**src/rtl/i2c_pkg.sv**
```systemverilog
// Shared state encoding and statistics constants for the I2C register-map controller.
package i2c_pkg;

    typedef logic [2:0] state_t;

    localparam state_t PTR        = 3'd0;
    localparam state_t WDATA      = 3'd1;
    localparam state_t RD_ISSUE   = 3'd2;
    localparam state_t RD_CAPTURE = 3'd3;
    localparam state_t RD_HOLD    = 3'd4;

    localparam int STATS_WIDTH = 16;

    function automatic logic [STATS_WIDTH-1:0] sat_inc(input logic [STATS_WIDTH-1:0] v);
        return (v == {STATS_WIDTH{1'b1}}) ? v : v + {{(STATS_WIDTH-1){1'b0}}, 1'b1};
    endfunction

endpackage

```
**src/rtl/i2c_reg_ptr.sv**
```systemverilog
// Register pointer: load from a received byte (reduced modulo REG_COUNT) or
// increment with wrap at REG_COUNT-1.
module i2c_reg_ptr #(
    parameter int ADDR_WIDTH = 8,
    parameter int REG_COUNT  = 2**ADDR_WIDTH
) (
    input  logic                  clk,
    input  logic                  rst,
    input  logic                  load,
    input  logic [7:0]            load_val,
    input  logic                  inc,
    output logic [ADDR_WIDTH-1:0] ptr
);

    localparam logic [31:0]           REG_COUNT_W = 32'(REG_COUNT);
    localparam logic [ADDR_WIDTH-1:0] LAST_PTR    = ADDR_WIDTH'(REG_COUNT - 1);

    logic [ADDR_WIDTH-1:0] ptr_r;
    logic [ADDR_WIDTH-1:0] ptr_next_s;
    logic [31:0]           load_mod_s;

    // Next pointer value: load has precedence over increment.
    always_comb begin
        load_mod_s = {24'd0, load_val} % REG_COUNT_W;
        ptr_next_s = ptr_r;
        if (load) begin
            ptr_next_s = load_mod_s[ADDR_WIDTH-1:0];
        end else if (inc) begin
            ptr_next_s = (ptr_r == LAST_PTR) ? {ADDR_WIDTH{1'b0}} : ptr_r + {{(ADDR_WIDTH-1){1'b0}}, 1'b1};
        end else begin
            ptr_next_s = ptr_r;
        end
    end

    // Pointer register.
    always_ff @(posedge clk) begin
        if (rst) begin
            ptr_r <= {ADDR_WIDTH{1'b0}};
        end else begin
            ptr_r <= ptr_next_s;
        end
    end

    assign ptr = ptr_r;

endmodule

```
**src/rtl/i2c_slave_reg_ctrl.sv**
```systemverilog
// I2C register-map controller between the slave's AXI-stream ports and a register file.
// Optional saturating write/read counters are enabled with I2C_REG_CTRL_STATS_EN.
module i2c_slave_reg_ctrl
    import i2c_pkg::*;
#(
    parameter int ADDR_WIDTH = 8,
    parameter int REG_COUNT  = 2**ADDR_WIDTH
) (
    input  logic                   clk,
    input  logic                   rst,
    input  logic [7:0]             s_axis_data_tdata,
    input  logic                   s_axis_data_tvalid,
    output logic                   s_axis_data_tready,
    input  logic                   s_axis_data_tlast,
    output logic [7:0]             m_axis_data_tdata,
    output logic                   m_axis_data_tvalid,
    input  logic                   m_axis_data_tready,
    output logic                   m_axis_data_tlast,
    output logic [ADDR_WIDTH-1:0]  reg_addr,
    output logic                   reg_wr_en,
    output logic [7:0]             reg_wr_data,
    output logic                   reg_rd_en,
    input  logic [7:0]             reg_rd_data,
`ifdef I2C_REG_CTRL_STATS_EN
    output logic [STATS_WIDTH-1:0] wr_count,
    output logic [STATS_WIDTH-1:0] rd_count,
`endif
    output logic [ADDR_WIDTH-1:0]  reg_ptr
);

    state_t                state_r, state_next_s;
    logic                  first_byte_r, first_byte_s;
    logic                  tready_r, tready_s;
    logic                  tvalid_r, tvalid_s;
    logic [7:0]            tdata_r, tdata_s;
    logic                  wr_en_r, wr_en_s;
    logic [7:0]            wr_data_r, wr_data_s;
    logic                  rd_en_r, rd_en_s;
    logic [ADDR_WIDTH-1:0] addr_r;
    logic [ADDR_WIDTH-1:0] ptr_s;
    logic                  in_write_s, wr_accept_s, rd_req_s, hs_s;
    logic                  ptr_load_s, ptr_inc_s;

    // Event decode; a pending write beat always wins over a read request.
    always_comb begin
        in_write_s  = (state_r == PTR) || (state_r == WDATA);
        wr_accept_s = in_write_s && s_axis_data_tvalid && tready_r;
        rd_req_s    = in_write_s && m_axis_data_tready && !tvalid_r && !wr_accept_s;
        hs_s        = (state_r == RD_HOLD) && tvalid_r && m_axis_data_tready;
    end

    // Next-state logic.
    always_comb begin
        state_next_s = state_r;
        case (state_r)
            PTR, WDATA: begin
                if (wr_accept_s) begin
                    state_next_s = s_axis_data_tlast ? PTR : WDATA;
                end else if (rd_req_s) begin
                    state_next_s = RD_ISSUE;
                end else begin
                    state_next_s = state_r;
                end
            end
            RD_ISSUE:   state_next_s = RD_CAPTURE;
            RD_CAPTURE: state_next_s = RD_HOLD;
            RD_HOLD: begin
                if (hs_s) begin
                    state_next_s = first_byte_r ? PTR : WDATA;
                end else begin
                    state_next_s = RD_HOLD;
                end
            end
            default:    state_next_s = PTR;
        endcase
    end

    // Output decode; tready drops for one cycle after a write that collided with a read request.
    always_comb begin
        tready_s     = ((state_next_s == PTR) || (state_next_s == WDATA)) && !(wr_accept_s && m_axis_data_tready);
        tvalid_s     = (state_next_s == RD_HOLD);
        rd_en_s      = (state_next_s == RD_ISSUE);
        wr_en_s      = wr_accept_s && (state_r == WDATA);
        ptr_load_s   = wr_accept_s && (state_r == PTR);
        ptr_inc_s    = wr_en_s || hs_s;
        wr_data_s    = wr_en_s ? s_axis_data_tdata : wr_data_r;
        tdata_s      = (state_r == RD_CAPTURE) ? reg_rd_data : tdata_r;
        first_byte_s = wr_accept_s ? s_axis_data_tlast : first_byte_r;
    end

    // State register and registered outputs; reg_addr carries the pre-increment pointer.
    always_ff @(posedge clk) begin
        if (rst) begin
            state_r      <= PTR;
            first_byte_r <= 1'b1;
            tready_r     <= 1'b0;
            tvalid_r     <= 1'b0;
            tdata_r      <= 8'h00;
            wr_en_r      <= 1'b0;
            wr_data_r    <= 8'h00;
            rd_en_r      <= 1'b0;
            addr_r       <= {ADDR_WIDTH{1'b0}};
        end else begin
            state_r      <= state_next_s;
            first_byte_r <= first_byte_s;
            tready_r     <= tready_s;
            tvalid_r     <= tvalid_s;
            tdata_r      <= tdata_s;
            wr_en_r      <= wr_en_s;
            wr_data_r    <= wr_data_s;
            rd_en_r      <= rd_en_s;
            addr_r       <= ptr_s;
        end
    end

    i2c_reg_ptr #(
        .ADDR_WIDTH (ADDR_WIDTH),
        .REG_COUNT  (REG_COUNT)
    ) u_ptr (
        .clk      (clk),
        .rst      (rst),
        .load     (ptr_load_s),
        .load_val (s_axis_data_tdata),
        .inc      (ptr_inc_s),
        .ptr      (ptr_s)
    );

`ifdef I2C_REG_CTRL_STATS_EN
    logic [STATS_WIDTH-1:0] wr_count_r, rd_count_r;

    // Saturating write-strobe and read-handshake counters.
    always_ff @(posedge clk) begin
        if (rst) begin
            wr_count_r <= {STATS_WIDTH{1'b0}};
            rd_count_r <= {STATS_WIDTH{1'b0}};
        end else begin
            if (wr_en_s) begin
                wr_count_r <= sat_inc(wr_count_r);
            end
            if (hs_s) begin
                rd_count_r <= sat_inc(rd_count_r);
            end
        end
    end

    assign wr_count = wr_count_r;
    assign rd_count = rd_count_r;
`endif

    assign s_axis_data_tready = tready_r;
    assign m_axis_data_tdata  = tdata_r;
    assign m_axis_data_tvalid = tvalid_r;
    assign m_axis_data_tlast  = 1'b0;
    assign reg_addr           = addr_r;
    assign reg_wr_en          = wr_en_r;
    assign reg_wr_data        = wr_data_r;
    assign reg_rd_en          = rd_en_r;
    assign reg_ptr            = ptr_s;

endmodule

```
**config.mk**
```make
export PLATFORM = sky130hd
export DESIGN_NAME = i2c_slave_reg_ctrl
export DESIGN_NICKNAME = d
export VERILOG_FILES = /design/src/rtl/i2c_pkg.sv /design/src/rtl/i2c_reg_ptr.sv /design/src/rtl/i2c_slave_reg_ctrl.sv
export SDC_FILE = /design/constraint.sdc
export NUM_CORES = 1
export LEC_CHECK = 0
export ABC_AREA = 1
export CAP_MARGIN = 25
export CELL_PAD_IN_SITES_DETAIL_PLACEMENT = 1
export CELL_PAD_IN_SITES_GLOBAL_PLACEMENT = 2
export CORE_ASPECT_RATIO = 2
export CORE_MARGIN = 2
export CORE_UTILIZATION = 26
export DETAILED_ROUTE_END_ITERATION = 6
export HOLD_SLACK_MARGIN = 0.03
export PLACE_DENSITY_LB_ADDON = 0.1
export SLEW_MARGIN = 15
export SYNTH_ARGS = -nofsm -noshare
export SYNTH_HDL_FRONTEND = slang
export SYNTH_SLANG_ARGS = --single-unit
```
**constraint.sdc**
```tcl
create_clock -name clk -period 3.6 [get_ports clk]
set_input_delay 0.72 -clock clk [delete_from_list [all_inputs] [get_ports clk]]
set_output_delay 0.72 -clock clk [all_outputs]
set_load 0.01 [all_outputs]
```
==> flow_metrics.py <==
metrics = {
    "sta": {
        "rsz0062_at_grt": "no",
        "finalCriticalPeriod_ps": 2039,
        "max_slew_margin_pct": 60.19,
        "finalCritPeriodShare_pct": 56.64,
        "tightestPinTransition_ps": 596.4,
        "setup-violations-final": 0,
        "fin_setup_tns_ps": 0,
        "finalHoldViolCount": 0,
        "clock.fmax_ghz": 0.4905,
        "drv_slew": 0,
        "clock_skew_ps": 4.594,
    },
    "worst_setup_path": {
        "cp-start-kind": "flip-flop",
        "crit_chain": "clkdlybuf4s50_1",
        "criticalPathCategory": "reg2out",
        "crit_buf_inv": 1,
        "slowest_delay_ps": 590,
        "endpoint_kind": "output port",
        "crit_fanout": 7,
        "slowest_stage": "clkdlybuf4s50_1",
        "worstPathArrival_ps": 1320,
        "cp_top_family": "buffers and inverters",
        "required_ps": 2880,
    },
    "placed_design": {
        "dp_hpwl_um": 3537,
        "portBuffers": 56,
        "place.gp.congestion": 0.7640,
    },
    "layout": {
        "area_growth_pct": 47.75,
        "multi_input_area_um2": 759.5,
        "fillers": 795,
        "seq_area_um2": 800.8,
        "antenna_cells": 0,
        "drive_gt1_share_pct": 6.944,
        "final_nets": 309,
    },
    "yosys": {
        "synth_top_cell_area_share_pct": 47.23,
        "synth_async_sr_flop_share_pct": 0,
        "avgSynthCellArea_um2": 7.371,
        "synth_cell_types": 26,
        "synthTopCellsByArea": "dfxtp_1, nor2_1, nand2_1, nand3_1, inv_1",
        "synth_edf_count": 0,
        "yosysSeqAreaShare_pct": 47.23,
        "netlist_area_um2": 1695,
        "ys_ff_latch": 40,
        "yosysTopAreaCell": "dfxtp_1",
        "ys.warnings.count": 0,
        "synthFlopType": "dfxtp_1",
        "yosysMostFrequentCell": "nor2_1",
        "synth_cells": 230,
        "syn_nets": 252,
        "synth_common_cells": "nor2_1, nand2_1, dfxtp_1",
    },
    "clock_tree": {
        "clk_latency_ps": 280,
        "cts.clk_slew.worst_paths_ps": 60,
        "clock_tree.root_cell": "clkbuf_16",
        "cts-htree-levels": 2,
        "hold_buffers": 0,
        "cts_setup_buffers": 0,
        "cts.sinks": 40,
        "cts_tree": "yes",
        "clk_path_buf_depth": 2,
        "cts-resized-gates": 0,
        "numCtsBuffers": 5,
    },
    "routing": {
        "viasPerCell": 4.342,
        "antenna_left": 0,
        "routed-via-count": 1624,
        "drt-initial-drc-count": 35,
        "drtPass1Iterations": 4,
        "routed_wl_um": 4656,
        "routedWlPerCell_um": 12.45,
        "route.detailed.drc": 0,
    },
    "worst_hold_path": {
        "hold_class": "reg2reg",
    },
    "die": {
        "io_pins": 58,
        "rows": 41,
        "die_h_um": 118.2,
        "core_um2": 6310,
        "die_w_um": 61.10,
        "initial_core_util_pct": 26.87,
        "die_area_um2": 7222,
    },
    "grt": {
        "use_met1_pct": 16.67,
        "grt_max_degree": 23,
        "grtUsageMet3_pct": 3.063,
        "busiest_layer": "met2",
        "grt_pass1_wl_um": 7852,
        "grt_pass1_vias": 1591,
        "antenna_found_initial": 0,
        "grt_util_met2_pct": 24.47,
        "grt-ovfl-total": 0,
        "grt_usage_pct": 14.59,
    },
    "status": {
        "status": "completed",
    },
    "power": {
        "leakagePower_nw": 0.9691,
        "finalPower_w": 0.001230,
        "irDropWorstVdd_mv": 0.2106,
        "powerDensity_nw_per_um2": 491.1,
    },
    "run": {
        "drv_cap": 0,
    },
}
-- where the power goes --
| part | switching, W | internal, W |
|---|---|---|
| clock | 0.000177 | 0.000365 |
| combinational | 0.0000977 | 0.0000907 |
| sequential | 0.0000301 | 0.000470 |
| total | 0.000305 | 0.000925 |
-- cell type report --
type	count	share of cell area, %
clock buffers	7	6.094
flip-flops and latches	40	31.97
multi-input cells	160	30.32
clock inverters	1	1.199
repair buffers	57	22.68
well taps	86	4.296
inverters	23	3.447
-- routing by layer --
metal	wire, um	share of wire, %	vias to the layer above
li1	-	-	838
met1	1833	39	746
met2	2579	55	33
met3	133	2.9	7
met4	110	2.4	0
met5	0	0	-
-- cells in the final DEF (no fill, tap or decap), drive strengths merged --
cell,n
ha,1
and3,1
dfxtp,40
conb,1
o21ai,21
a21oi,14
inv,23
nand3b,1
nor3,1
bufinv,1
xor2,1
buf,1
nand3,23
nor2,49
clkdlybuf4s50,56
clkbuf,7
nand2,46
o21a,1
-- sequential cells by signal (all words and copies together), names as in the netlist --
name,cells
m_axis_data_tvalid,1
u_ptr.ptr,8
s_axis_data_tready,1
reg_wr_en,1
reg_rd_en,1
reg_addr,8
first_byte_r,1
m_axis_data_tdata,8
reg_wr_data,8
state_r,3
-- per-stage QoR --
step	cells	cell area [um^2]	utilization (%)	hold WS [ps]	setup slack (ps)
after CTS	374	2505	39.70	470.0	1521
after global placement	366	2322	36.80	452.9	1389
after detailed placement	366	2322	36.80	455.2	1367
after global routing	374	2505	39.70	484.4	1495
final	374	2505	39.70	464.2	1561
after floorplan	230	1695	-	442.4	2053
-- final timing paths --
check | startpoint | endpoint | slack [ps] | depth (start not counted)
max reg2reg | state_r[0] | u_ptr.ptr[3] | 1960 | 6
min | reg_wr_data[3] | reg_wr_data[3] | 460 | 2
max | u_ptr.ptr[5] | reg_ptr[5] | 1560 | 1
min reg2reg | reg_wr_data[3] | reg_wr_data[3] | 460 | 2
-- cell families (layout without fill, tap and decap cells) --
group                    after synthesis  count (layout)  share of synthesized area (%)
AND/OR/NAND/NOR                      121             121                          32.55
other                                  1               1                         0.2212
buffers and inverters                 30              88                          7.971
AO/OA/AOI/OAI                         36              36                          10.78
flip-flops                            40              40                          47.23
adder cells (fa/ha/maj)                1               1                         0.7379
XOR/XNOR                               1               1                         0.5167
(Power assumes the default switching activity.)
